===== src/rtl/imm_pkg.sv =====
// Shared constants for the immediate decode stage.
// Select codes, RV64 major opcodes and occupancy states.
package imm_pkg;

  localparam int IMM_XLEN  = 64;
  localparam int IMM_DEPTH = 2;

  localparam logic [2:0] IMM_I    = 3'd0;
  localparam logic [2:0] IMM_S    = 3'd1;
  localparam logic [2:0] IMM_SB   = 3'd2;
  localparam logic [2:0] IMM_NONE = 3'd3;
  localparam logic [2:0] IMM_U    = 3'd4;
  localparam logic [2:0] IMM_UJ   = 3'd5;

  localparam logic [6:0] OP_LOAD     = 7'b0000011;
  localparam logic [6:0] OP_IMM      = 7'b0010011;
  localparam logic [6:0] OP_IMM32    = 7'b0011011;
  localparam logic [6:0] OP_JALR     = 7'b1100111;
  localparam logic [6:0] OP_SYSTEM   = 7'b1110011;
  localparam logic [6:0] OP_MISC_MEM = 7'b0001111;
  localparam logic [6:0] OP_STORE    = 7'b0100011;
  localparam logic [6:0] OP_BRANCH   = 7'b1100011;
  localparam logic [6:0] OP_LUI      = 7'b0110111;
  localparam logic [6:0] OP_AUIPC    = 7'b0010111;
  localparam logic [6:0] OP_JAL      = 7'b1101111;
  localparam logic [6:0] OP_OP       = 7'b0110011;
  localparam logic [6:0] OP_OP32     = 7'b0111011;

  typedef enum logic [1:0] {
    ST_EMPTY = 2'd0,
    ST_ONE   = 2'd1,
    ST_FULL  = 2'd2
  } occ_e;

endpackage


===== src/rtl/imm_decode_stage_type_dec.sv =====
// Opcode classifier: opcode -> immediate select and illegal flag.
// Illegal flagging only when IMM_ILLEGAL_CHK_EN is defined.
module imm_type_dec
  import imm_pkg::*;
(
  input  logic [6:0] opcode,
  output logic [2:0] imm_sel,
  output logic       illegal
);

  logic is_i;
  logic is_s;
  logic is_sb;
  logic is_u;
  logic is_uj;
  logic is_r;

  always_comb begin
    is_i  = opcode inside {OP_LOAD, OP_IMM, OP_IMM32,
                           OP_JALR, OP_SYSTEM, OP_MISC_MEM};
    is_s  = (opcode == OP_STORE);
    is_sb = (opcode == OP_BRANCH);
    is_u  = opcode inside {OP_LUI, OP_AUIPC};
    is_uj = (opcode == OP_JAL);
    is_r  = opcode inside {OP_OP, OP_OP32};
    imm_sel = IMM_NONE;
    illegal = 1'b0;
    unique case (1'b1)
      is_i:  imm_sel = IMM_I;
      is_s:  imm_sel = IMM_S;
      is_sb: imm_sel = IMM_SB;
      is_u:  imm_sel = IMM_U;
      is_uj: imm_sel = IMM_UJ;
      is_r:  imm_sel = IMM_NONE;
      default: begin
        imm_sel = IMM_NONE;
`ifdef IMM_ILLEGAL_CHK_EN
        illegal = 1'b1;
`endif
      end
    endcase
  end

endmodule


===== src/rtl/imm_decode_stage.sv =====
// Immediate decode stage with a 2-entry skid queue toward execute.
// Optional illegal-opcode flag: define IMM_ILLEGAL_CHK_EN.
module imm_decode_stage
  import imm_pkg::*;
#(
  parameter int XLEN = IMM_XLEN
) (
  input  logic            clk,
  input  logic            rst_n,
  input  logic            in_valid,
  output logic            in_ready,
  input  logic [31:0]     in_inst,
  input  logic            flush,
  output logic [2:0]      imm_sel,
  input  logic [XLEN-1:0] imm_val,
  output logic            out_valid,
  input  logic            out_ready,
  output logic [31:0]     out_inst,
  output logic [XLEN-1:0] out_imm,
  output logic [2:0]      out_type,
  output logic            out_illegal
);

  typedef struct packed {
    logic [31:0]     inst;
    logic [XLEN-1:0] imm;
    logic [2:0]      typ;
    logic            ill;
  } entry_t;

  localparam entry_t RST_E = '{
    inst: '0, imm: '0, typ: IMM_NONE, ill: 1'b0
  };

  occ_e   state_q;
  occ_e   state_d;
  entry_t head_q;
  entry_t tail_q;
  entry_t new_e;
  logic   [2:0] sel;
  logic   ill;
  logic   push;
  logic   pop;

  imm_type_dec u_dec (
    .opcode  (in_inst[6:0]),
    .imm_sel (sel),
    .illegal (ill)
  );

  assign imm_sel   = sel;
  assign in_ready  = (state_q != ST_FULL);
  assign out_valid = (state_q != ST_EMPTY);
  assign push      = in_valid & in_ready & ~flush;
  assign pop       = out_valid & out_ready;

  // R-type carries no immediate, so the generator value is ignored
  always_comb begin
    new_e.inst = in_inst;
    new_e.imm  = (sel == IMM_NONE) ? '0 : imm_val;
    new_e.typ  = sel;
    new_e.ill  = ill;
  end

  always_comb begin
    state_d = state_q;
    unique case (state_q)
      ST_EMPTY: if (push) state_d = ST_ONE;
      ST_ONE: begin
        if (push && !pop)      state_d = ST_FULL;
        else if (pop && !push) state_d = ST_EMPTY;
      end
      ST_FULL: if (pop) state_d = ST_ONE;
      default: state_d = ST_EMPTY;
    endcase
    if (flush) state_d = ST_EMPTY;
  end

  always_ff @(posedge clk or negedge rst_n) begin
    if (!rst_n) state_q <= ST_EMPTY;
    else        state_q <= state_d;
  end

  always_ff @(posedge clk or negedge rst_n) begin
    if (!rst_n) begin
      head_q <= RST_E;
      tail_q <= RST_E;
    end else begin
      unique case (state_q)
        ST_EMPTY: if (push) head_q <= new_e;
        ST_ONE: begin
          if (push && pop) head_q <= new_e;
          else if (push)   tail_q <= new_e;
        end
        ST_FULL: if (pop) head_q <= tail_q;
        default: ;
      endcase
    end
  end

  assign out_inst    = head_q.inst;
  assign out_imm     = head_q.imm;
  assign out_type    = head_q.typ;
  assign out_illegal = head_q.ill;

endmodule


===== config.mk =====
export PLATFORM = sky130hd
export DESIGN_NAME = imm_decode_stage
export DESIGN_NICKNAME = d
export VERILOG_FILES = /design/src/rtl/imm_pkg.sv /design/src/rtl/imm_decode_stage_type_dec.sv /design/src/rtl/imm_decode_stage.sv
export SDC_FILE = /design/constraint.sdc
export NUM_CORES = 1
export LEC_CHECK = 0
export BUFFER_PORTS_ARGS = -buffer_cell sky130_fd_sc_hd__buf_2
export CORE_AREA = 2 2 97 193
export DETAILED_ROUTE_END_ITERATION = 6
export DIE_AREA = 0 0 99 195
export PLACE_DENSITY = 0.79
export SETUP_SLACK_MARGIN = 0.4
export SKIP_CTS_REPAIR_TIMING = 1
export SYNTH_ARGS = -nofsm -noshare
export SYNTH_HDL_FRONTEND = slang
export SYNTH_SLANG_ARGS = --single-unit

===== constraint.sdc =====
create_clock -name clk -period 1.9 [get_ports clk]
set_input_delay 0.285 -clock clk [delete_from_list [all_inputs] [get_ports clk]]
set_output_delay 0.285 -clock clk [all_outputs]
set_load 0.02 [all_outputs]

==> qor.csv, run 1 <==
stage,metric,value,unit
synth,leading post-synthesis cells by cell area,"dfrtp_1 51%, a22o_1 5.9%, a31oi_1 4.4%, nor2b_1 4.4%, nand4_1 4.2%",
worst_setup_path,CP top delay family,buffers and inverters,
status,status,"finished, final reports clean",
job,max_cap viols,0,
clock_tree,maximum clock path buffer count,2,
drt,antenna-violating nets left,0,
worst_setup_path,"slowest stage delay, CP",0.46,ns
die,boundary pin count,206,
global_routing,antenna violations before repair,3,
drt,met2 wire length,19600,um
worst_setup_path,Critical R2R Launch,state_q[0]$_DFFE_PN0P_,
place,PortBufs,204,
drt,DRT iter0 DRCs,819,
final_layout,Storage cell area,5010,um2
place,Area after DPL,11000,um2
die,Core Footprint,17700,um2
die,Die Ht,195,um
die,Starting Density,54.4,%
place,post-DP HPWL,17000,um
synth,Mapped Avg Cell Area,9.54,um2
worst_setup_path,slowest CP cell,dfrtp_2,
pwr,Max VDD drop,0.664,mV
drt,WL met3,3190,um
drt,routed wire length,37500,um
worst_setup_path,Critical Path End Type,flop,
worst_setup_path,critical path peak fanout,5,
synth,number of flops mapped to enable cells by yosys,0,
sta,final setup fails,0,
die,row count,69,
drt,routed vias/inst,6.67,
sta,setup TNS,0,ns
final_layout,Final Cell Area,13800,um2
sta,RSZ-0062 raised after global routing,true,
synth,Yosys cell types,42,
hold_path,worst hold path class,input port to flop,
global_routing,GRT Residual Overflow,0,
clock_tree,Skew-Pair Late Insertion Delay,0.44,ns
final_layout,layout net count,1363,
worst_setup_path,WP buf/inv,4,
place,RePlAce Congestion,0.898,
worst_setup_path,"Cell Chain, Critical Path",and2b_4 > buf_6 > buf_12 > buf_8 > buf_16 > mux2i_2 > a21oi_1,
global_routing,largest net degree at the start of global routing,72,
drt,1st-pass router iterations,6,
clock_tree,TritonCTS clock tree,done,
drt,DRC,0,
final_layout,Final Core Density,77.8,%
synth,Synth Instances,1009,
sta,final-report max-slew violation count,0,
pwr,switching pwr,4.09,mW
sta,Hold WS,0.0587,ns
pwr,combinational power share,25.7,%
global_routing,vias in the first global route,8630,
global_routing,first-pass GRT wire length,43900,um
final_layout,share of layout cells above drive strength 1,38.5,%
pwr,clock share of power,30.4,%
drt,routed len/inst,25.2,um
pwr,Switching Share,33.3,%
worst_setup_path,Startpoint Class,flop,
pwr,Cell Pwr Density,891,nW/um2
drt,Vias,9938,
synth,syn_nets,1110,
sta,final number of hold-violating endpoints,0,
synth,commonest cells in the netlist,"196 x dfrtp_1, 104 x nand2_1, 103 x nor2_1",
sta,crit path time final,1.80,ns
die,die footprint,19300,um2
synth,"area leader, netlist",dfrtp_1,
worst_setup_path,CP arrival,2.10,ns
global_routing,GRT Total Usage,28.1,%
pwr,Leakage,6.11,nW
worst_setup_path,Worst setup startpoint,state_q[0]$_DFFE_PN0P_,
clock_tree,root cell of the clock tree,clkbuf_16,
clock_tree,H-tree depth,4,
synth,most frequent cell after synthesis,dfrtp_1,
synth,Synth Flop Type,dfrtp_1,
sta,Fin Clk Skew,0.0107,ns
clock_tree,clk sink count,200,
drt,top sig layer,met4,
final_layout,filler instances,1099,
synth,Post-synth ARST share,100,%
final_layout,area of the multi-input gates,4670,um2
pwr,sequential group share of total power,43.9,%
pwr,internal cell power,8.17,mW
drt,met1 wire length,12200,um
sta,Tcrit/Tclk final,94.8,%
synth,"Cell Area, Synth",9630,um2
final_layout,Layout area overhead,42.9,%
die,die width,99,um
pwr,total power,12.3,mW
hold_path,hold path startpoint,in_inst[2],
synth,Yosys warnings,0,
synth,"FF+latch count, synth",200,
worst_setup_path,CP required,2.20,ns
clock_tree,Clock transition at path regs,0.08,ns
sta,Max Clock Freq,555,MHz
synth,post-synth top area share,50.9,%
worst_setup_path,Crit Path Class,flop to flop,
clock_tree,Inserted Clock Buffers,17,
synth,sequential fraction of the synthesis area,52.0,%
kinds of logic (layout without fill, tap and decap cells):
logic type             Yosys count  in the layout  synth area share (%)
and+or+nand+nor                425            425                  21.7
AOI/OAI and AO/OA              245            247                  16.6
DFF                            200            200                  52.0
buffers and inverters          103            367                  5.98
muxes                           35             35                  3.65
other                            1              4                0.0389
flip-flops by register name, indices dropped and copies added (netlist names):
signal and count:
out_inst 32, tail_q 99, out_imm 64, out_type 3, state_q 2
worst reg2reg max path: cells and delay by family (launching register included):
family	cells	cell delay, ns
buffers and inverters	4	0.51
AND/OR/NAND/NOR	1	0.31
AO/OA/AOI/OAI	1	0.14
multiplexers	1	0.25
flip-flops	1	0.46
final timing paths:
check                                     endpoint  slack (ns)  cells after the start
hold reg to reg             tail_q[72]$_DFFE_PN0P_        0.48                      2
setup reg to reg           out_inst[0]$_DFFE_PN0P_         0.1                      7
hold / removal              tail_q[70]$_DFFE_PN0P_        0.06                      3
min in group asynchronous  out_imm[28]$_DFFE_PN0P_        0.34                      2
max in group asynchronous  out_type[0]$_DFFE_PN1P_        0.88                      3
setup / recovery           out_inst[0]$_DFFE_PN0P_         0.1                      7
layer usage:
| layer | vias up | global-route usage [%] |
|---|---|---|
| met3 | 201 | 4.19 |
| met4 | 0 | 13.4 |
| met2 | 693 | 48.5 |
| met1 | 4918 | 34.2 |
| met5 | - | 0 |
| li1 | 4126 | - |
cells in the final DEF (no fill, tap or decap), drive strengths merged, types with 2 or more instances in the layout:
master    netlist  routed
bufinv          0       2
o21a            2       2
nand4          64      64
clkbuf         32      52
o21ai          67      67
clkinvlp        0       3
or3b            2       2
inv             2       6
dfrtp         196     196
nand2b          5       5
clkinv          0       3
a21oi          35      35
a22o           65      67
o22a            2       2
and2            4       4
a31oi          68      68
nand3          66      66
buf            69     300
nor2b          67      67
diode           0       3
nand3b          3       3
dfstp           4       4
mux2i          34      34
nor2          103     103
nand2         105     105
through the flow:
stage	setup slack, ns	std cells
global placement	0.00200	1370
global route	0.0847	1491
detailed placement	-0.0179	1370
finish	0.0986	1491
floorplan	0.186	1009
CTS	-0.0246	1402
power groups by stage:
| stage | logic [mW] | clock network (mW) | registers [mW] |
|---|---|---|---|
| 2_1_floorplan | 1.04 | 0 | 5.79 |
| 3_3_place_gp | 2.46 | 0 | 5.33 |
| 3_5_place_dp | 2.51 | 0 | 5.36 |
| 4_1_cts | 2.52 | 3.72 | 5.28 |
| 5_1_grt | 3.35 | 3.91 | 5.43 |
| 6_report | 3.15 | 3.73 | 5.38 |
final cells by class:
cell class | instances | share of cell area [%]
antenna | 3 | 0.0546
clock buffer | 20 | 3.25
clock inverter | 12 | 1.02
inverter | 2 | 0.0727
multi-input combinational | 708 | 33.9
sequential | 200 | 36.4
tap | 213 | 1.94
timing repair buffer | 333 | 23.3
Power figures use the tool's default switching activity.
==> inputs of run 2 (changes only) <==
- CORE_AREA: 2 2 97 193 -> 2 2 98 195
- DIE_AREA: 0 0 99 195 -> 0 0 100 197
- SYNTH_HIERARCHICAL: not set -> 1
==> run 2 against run 1 <==
The flow now finishes with violations (negative setup slack). Cell area is 3.0% higher. Register-to-register slack got worse by 0.13 ns. Largest cell class is now multi-input gates. Synthesized cell count fell by 13%. Worst setup slack worse by 0.13 ns. Clock power up 6.4%. Highest routed layer is now met5. Flip-flop and latch count increased by 2. Wire length shrank 9.6%.
==> qor.csv, run 2 <==
stage,metric,value,unit
worst_setup_path,critical path peak fanout,8,
sta,Max Clock Freq,517,MHz
synth,post-synth top area share,50.4,%
place,post-DP HPWL,15900,um
pwr,switching pwr,4.59,mW
sta,final setup fails,13,
final_layout,Layout area overhead,44.2,%
sta,Tcrit/Tclk final,102,%
die,Core Footprint,18200,um2
status,status,"complete, but fails checks",
drt,routed vias/inst,6.28,
sta,final worst slack,-0.0351,ns
global_routing,first-pass GRT wire length,39500,um
synth,Yosys warnings,6,
clock_tree,TritonCTS clock tree,done,
worst_setup_path,Startpoint Class,flop,
sta,Hold WS,0.0427,ns
pwr,Switching Share,32.4,%
final_layout,layout net count,1232,
pwr,sequential group share of total power,43.2,%
sta,slew margin rel.,18.8,%
synth,"FF+latch count, synth",202,
worst_setup_path,CP required,2.27,ns
synth,Mapped Avg Cell Area,11.2,um2
final_layout,"commonest non-fill, non-tap cell in the layout",dfrtp_1,
pwr,combinational power share,28.8,%
worst_setup_path,R2R setup slack,-0.04,ns
pwr,Cell Pwr Density,1000,nW/um2
drt,routed wire length,33900,um
synth,syn_nets,982,
synth,sequential fraction of the synthesis area,51.5,%
global_routing,largest net degree at the start of global routing,65,
pwr,Max VDD drop,0.811,mV
global_routing,vias in the first global route,7801,
synth,Synth Flop Type,dfrtp_1,
synth,commonest cells in the netlist,"198 x dfrtp_1, 131 x nand2_1, 77 x mux2_2",
drt,antenna-violating nets left,0,
synth,Synth Instances,881,
place,RePlAce Congestion,0.827,
place,PortBufs,205,
synth,most frequent cell after synthesis,dfrtp_1,
drt,top sig layer,met5,
pwr,Leakage,6.41,nW
final_layout,Storage cell area,5060,um2
drt,met1 wire length,11500,um
sta,Worst Tran Pin Value,1.22,ns
synth,Post-synth ARST share,100,%
drt,WL met3,2580,um
synth,"area leader, netlist",dfrtp_1,
final_layout,filler instances,1024,
drt,1st-pass router iterations,5,
final_layout,most frequent cells in the layout,"197 x dfrtp_1, 196 x buf_2, 131 x nand2_1, 71 x mux2_2, 65 x mux2i_1",
die,Starting Density,54.0,%
hold_path,worst hold path class,input port to flop,
drt,met2 wire length,17400,um
clock_tree,Skew-Pair Late Insertion Delay,0.50,ns
synth,"Cell Area, Synth",9830,um2
status,violated checks,negative setup slack,
sta,Fin Clk Skew,0.0196,ns
pwr,internal cell power,9.60,mW
global_routing,antenna violations before repair,9,
final_layout,area of the multi-input gates,5110,um2
drt,DRC,0,
clock_tree,clk sink count,202,
synth,number of flops mapped to enable cells by yosys,0,
clock_tree,Clock transition at path regs,0.07,ns
global_routing,GRT Total Usage,24.8,%
synth,leading post-synthesis cells by cell area,"dfrtp_1 50%, mux2_2 8.8%, mux2i_1 6.8%, a2111oi_0 5.7%, nand2_1 5.0%",
worst_setup_path,Crit Path Class,flop to flop,
final_layout,Largest Register,tail_q,
die,die width,100,um
die,boundary pin count,206,
worst_setup_path,Critical Path End Type,flop,
global_routing,GRT Residual Overflow,0,
drt,routed len/inst,24.9,um
final_layout,max FFs per register,100,
clock_tree,root cell of the clock tree,clkbuf_16,
drt,Vias,8554,
die,Die Ht,197,um
final_layout,share of layout cells above drive strength 1,47.9,%
clock_tree,maximum clock path buffer count,3,
clock_tree,H-tree depth,1,
die,row count,70,
job,max_cap viols,0,
worst_setup_path,CP arrival,2.30,ns
sta,final-report max-slew violation count,0,
sta,final number of hold-violating endpoints,0,
clock_tree,Inserted Clock Buffers,19,
die,die footprint,19700,um2
drt,DRT iter0 DRCs,675,
synth,Yosys cell types,36,
pwr,clock share of power,28.0,%
place,Setup Slack @ Placement,-0.111,ns
sta,crit path time final,1.94,ns
sta,RSZ-0062 raised after global routing,true,
## run 2: changes by cell type after synthesis, sizes merged, moves of 63 or more
cell,delta
nor2b,-66
nor2,-99
mux2,+107
nand4,-63
a2111oi,+64
inv,+63
o21ai,-67
a22o,-65
## run 2: cells by family (layout without fill, tap and decap cells)
kind of cell           count (synthesis)  count (layout)  synth area share, %
and+or+nand+nor                      213             213                 9.58
DFF                                  202             202                 51.5
muxes                                175             175                 20.3
buffers and inverters                152             413                 7.97
AOI/OAI and AO/OA                    138             138                 10.6
other                                  1               6               0.0382
## run 2: final timing paths
| check | startpoint | end | cells after the start |
|---|---|---|---|
| min | in_inst[9] | tail_q[77]$_DFFE_PN0P_ | 2 |
| min in group asynchronous | rst_n | out_inst[11]$_DFFE_PN0P_ | 2 |
| max reg2reg | state_q[1]$_DFFE_PN0P_ | out_inst[28]$_DFFE_PN0P_ | 6 |
| min reg2reg | tail_q[79]$_DFFE_PN0P_ | tail_q[79]$_DFFE_PN0P_ | 1 |
| max | state_q[1]$_DFFE_PN0P_ | out_inst[28]$_DFFE_PN0P_ | 6 |
| max in group asynchronous | rst_n | state_q[0]$_DFFE_PN0P_ | 3 |
## run 2: layout make-up
class | count | share of cell area [%]
Clock inverter | 4 | 0.512
Multi-Input combinational cell | 527 | 36.1
Inverter | 65 | 1.81
Clock buffer | 28 | 3.95
Antenna cell | 5 | 0.0883
Sequential cell | 202 | 35.7
Timing Repair Buffer | 316 | 20.0
Tap cell | 216 | 1.91
## run 2: power groups by stage
stage               logic, mW  clock network, mW  registers, mW
finish                   4.09               3.97           6.13
global route             4.34               4.17           6.22
floorplan                1.55                  0           6.45
CTS                      3.17               3.99           5.93
detailed placement       3.16                  0           5.98
global placement         3.04                  0           5.94
## run 2: metrics by stage
step	total power [mW]	setup TNS, ns	area (um2)	instances	util (%)
after global placement	8.99	-1.12	11200	1261	61.6
after floorplan	8.00	-0.401	9970	881	-
after global routing	14.7	-0.609	14200	1362	77.8
final	14.2	-0.291	14200	1363	77.8
after CTS	13.1	-0.379	11900	1293	65.1
after detailed placement	9.14	-4.35	11200	1261	61.6
## run 2: critical path, stage by stage (launching register included)
cell and delay [ns]:
dfrtp_1 0.43, nor2b_4 0.17, buf_4 0.17, a211o_4 0.44
buf_12 0.17, clkbuf_16 0.15, mux2_4 0.29
## run 2: layer usage
metal / vias up / GRT usage (%)
li1: 3660 / -
met1: 4196 / 29.8
met2: 516 / 42.2
met3: 174 / 4.65
met4: 8 / 12.0
met5: - / 0
==> inputs of run 3 (changes only) <==
- GPL_TIMING_DRIVEN: not set -> 0
==> run 3 against run 2 <==
The flow finishes with violations (negative hold slack, negative setup slack). Core utilization is 1.2 points higher. Sequential share of layout area is 0.53 points lower. Flip-flop and latch count stayed put. Via count shrank 0.79%. Clock skew shrank 0.0059 ns. Sequential power is 1% lower. Largest cell class unchanged. Highest routed layer unchanged.
==> qor.csv, run 3 (synthesized netlist as in run 2, its figures left out) <==
stage,metric,value,unit
die,Core Footprint,18200,um2
worst_setup_path,Worst setup startpoint,state_q[1]$_DFFE_PN0P_,
worst_setup_path,"Cell Chain, Critical Path",buf_6 > nor2b_4 > buf_6 > buf_4 > clkbuf_1 > a2111oi_0 > a31oi_1,
place,# placed instances,1304,
clock_tree,Skew-Pair Late Insertion Delay,0.49,ns
global_routing,GRT Total Usage,25.6,%
worst_setup_path,r2r endpoint,out_imm[42]$_DFFE_PN0P_,
sta,Fin Clk Skew,0.0138,ns
global_routing,first-pass GRT wire length,40700,um
sta,crit path time final,2.07,ns
die,row count,70,
final_layout,filler instances,1035,
worst_setup_path,"most used cell, CP",buf_6,
sta,Hold WS,-0.299,ns
global_routing,vias in the first global route,8175,
global_routing,antenna violations before repair,6,
final_layout,most frequent cells in the layout,"207 x buf_2, 197 x dfrtp_1, 80 x nand2_1, 66 x mux2i_1, 64 x inv_1",
sta,RSZ-0062 raised after global routing,true,
drt,1st-pass router iterations,7,
final_layout,"commonest non-fill, non-tap cell in the layout",buf_2,
sta,final setup fails,100,
sta,final-report max-slew violation count,0,
place,post-DP HPWL,18200,um
worst_setup_path,"slowest stage delay, CP",0.54,ns
worst_setup_path,Startpoint Class,flop,
die,die width,100,um
worst_setup_path,slowest CP cell,a2111oi_0,
sta,final worst slack,-0.170,ns
clock_tree,TritonCTS clock tree,done,
drt,routed vias/inst,6.02,
job,max_cap viols,0,
drt,routed wire length,31500,um
worst_setup_path,Crit Path Class,flop to flop,
worst_setup_path,crit path capture,out_imm[42]$_DFFE_PN0P_,
worst_setup_path,CP arrival,2.42,ns
hold_path,worst hold path class,input port to asynchronous set/reset pin,
die,die footprint,19700,um2
worst_setup_path,R2R setup slack,-0.17,ns
clock_tree,H-tree depth,1,
clock_tree,Clock transition at path regs,0.07,ns
global_routing,largest net degree at the start of global routing,80,
die,boundary pin count,206,
sta,slew margin rel.,47.7,%
clock_tree,Inserted Clock Buffers,19,
pwr,Leakage,6.78,nW
sta,Worst Tran Pin Value,0.785,ns
final_layout,share of layout cells above drive strength 1,52.5,%
final_layout,max FFs per register,100,
sta,Tcrit/Tclk final,109,%
die,Die Ht,197,um
worst_setup_path,CP required,2.25,ns
drt,DRC,0,
pwr,Cell Pwr Density,975,nW/um2
sta,setup TNS,-11.26,ns
status,status,"complete, but fails checks",
clock_tree,root cell of the clock tree,clkbuf_16,
clock_tree,clk sink count,202,
final_layout,Post-Layout Cell Count,1409,
final_layout,layout net count,1279,
drt,routed len/inst,22.4,um
drt,antenna-violating nets left,0,
final_layout,Layout area overhead,46.4,%
drt,DRT iter0 DRCs,463,
final_layout,Largest Register,tail_q,
drt,Vias,8486,
worst_setup_path,critical path peak fanout,10,
sta,final number of hold-violating endpoints,54,
die,Starting Density,54.0,%
worst_setup_path,Critical Path End Type,flop,
worst_setup_path,worst reg-to-reg path cell count,7,
status,violated checks,"negative hold slack, negative setup slack",
worst_setup_path,Critical R2R Launch,state_q[1]$_DFFE_PN0P_,
pwr,Max VDD drop,0.755,mV
place,RePlAce Congestion,0.866,
clock_tree,maximum clock path buffer count,3,
global_routing,GRT Residual Overflow,0,
sta,Max Clock Freq,483,MHz
place,PortBufs,205,
-- run 3: cell types whose count changed in the layout (fill, tap and decap cells not counted), sizes merged, moves of 2 or more --
cell,before,now
diode,5,3
clkbuf,51,85
bufinv,2,0
buf,292,307
-- run 3: worst min path at each step --
stage	start	end	slack [ns]	depth (start not counted)
after global routing	rst_n	out_inst[14]$_DFFE_PN0P_	-0.26	1
after CTS	rst_n	out_inst[11]$_DFFE_PN0P_	-0.28	1
final	rst_n	out_inst[11]$_DFFE_PN0P_	-0.30	1
after floorplan	rst_n	out_illegal$_DFFE_PN0P_	-0.01	0
after detailed placement	rst_n	out_inst[11]$_DFFE_PN0P_	0.24	1
after global placement	tail_q[83]$_DFFE_PN0P_	tail_q[83]$_DFFE_PN0P_	0.48	1
-- run 3: report_power, final --
group / total (mW) / switching, mW / internal (mW)
sequential: 6.05 / 0.679 / 5.37
clock: 3.75 / 1.69 / 2.06
combinational: 4.23 / 2.20 / 2.03
total: 14.0 / 4.58 / 9.46
-- run 3: layout make-up --
type                            count  area [um2]  share of cell area (%)
Antenna cell                        3        7.51                  0.0522
Buffer                             87         903                    6.28
Clock buffer                       29         563                    3.91
Clock inverter                      4        33.8                   0.235
Inverter                           65         248                    1.72
Multi-Input combinational cell    527        5130                    35.6
Sequential cell                   202        5060                    35.2
Tap cell                          216         270                    1.88
Timing Repair Buffer              276        2180                    15.1
-- run 3: metrics by stage --
stage	worst slack [ns]	power, mW	utilization (%)	area [um2]	hold slack [ns]
2_1_floorplan	-0.0100	8.00	-	9970	-0.0106
5_1_grt	-0.236	14.6	79.0	14400	-0.265
3_3_place_gp	-3.24	9.03	61.9	11300	0.480
3_5_place_dp	-0.338	9.19	62.2	11300	0.237
4_1_cts	-0.504	12.9	65.5	11900	-0.280
6_report	-0.170	14.0	79.0	14400	-0.299
-- run 3: routing by layer --
layer | vias up | track usage, % | share of wire (%)
met3 | 106 | 4.93 | 6.6
met2 | 409 | 44.9 | 54
li1 | 3740 | - | -
met5 | - | 0 | 0.070
met1 | 4227 | 29.4 | 35
met4 | 4 | 13.1 | 5.1
-- run 3: worst max-delay path: cells and delay by family, from the launching register on --
kind                   cells  cell delay (ns)
buffers and inverters      4             0.71
AO/OA/AOI/OAI              2             0.68
flip-flops                 1             0.40
AND/OR/NAND/NOR            1             0.14
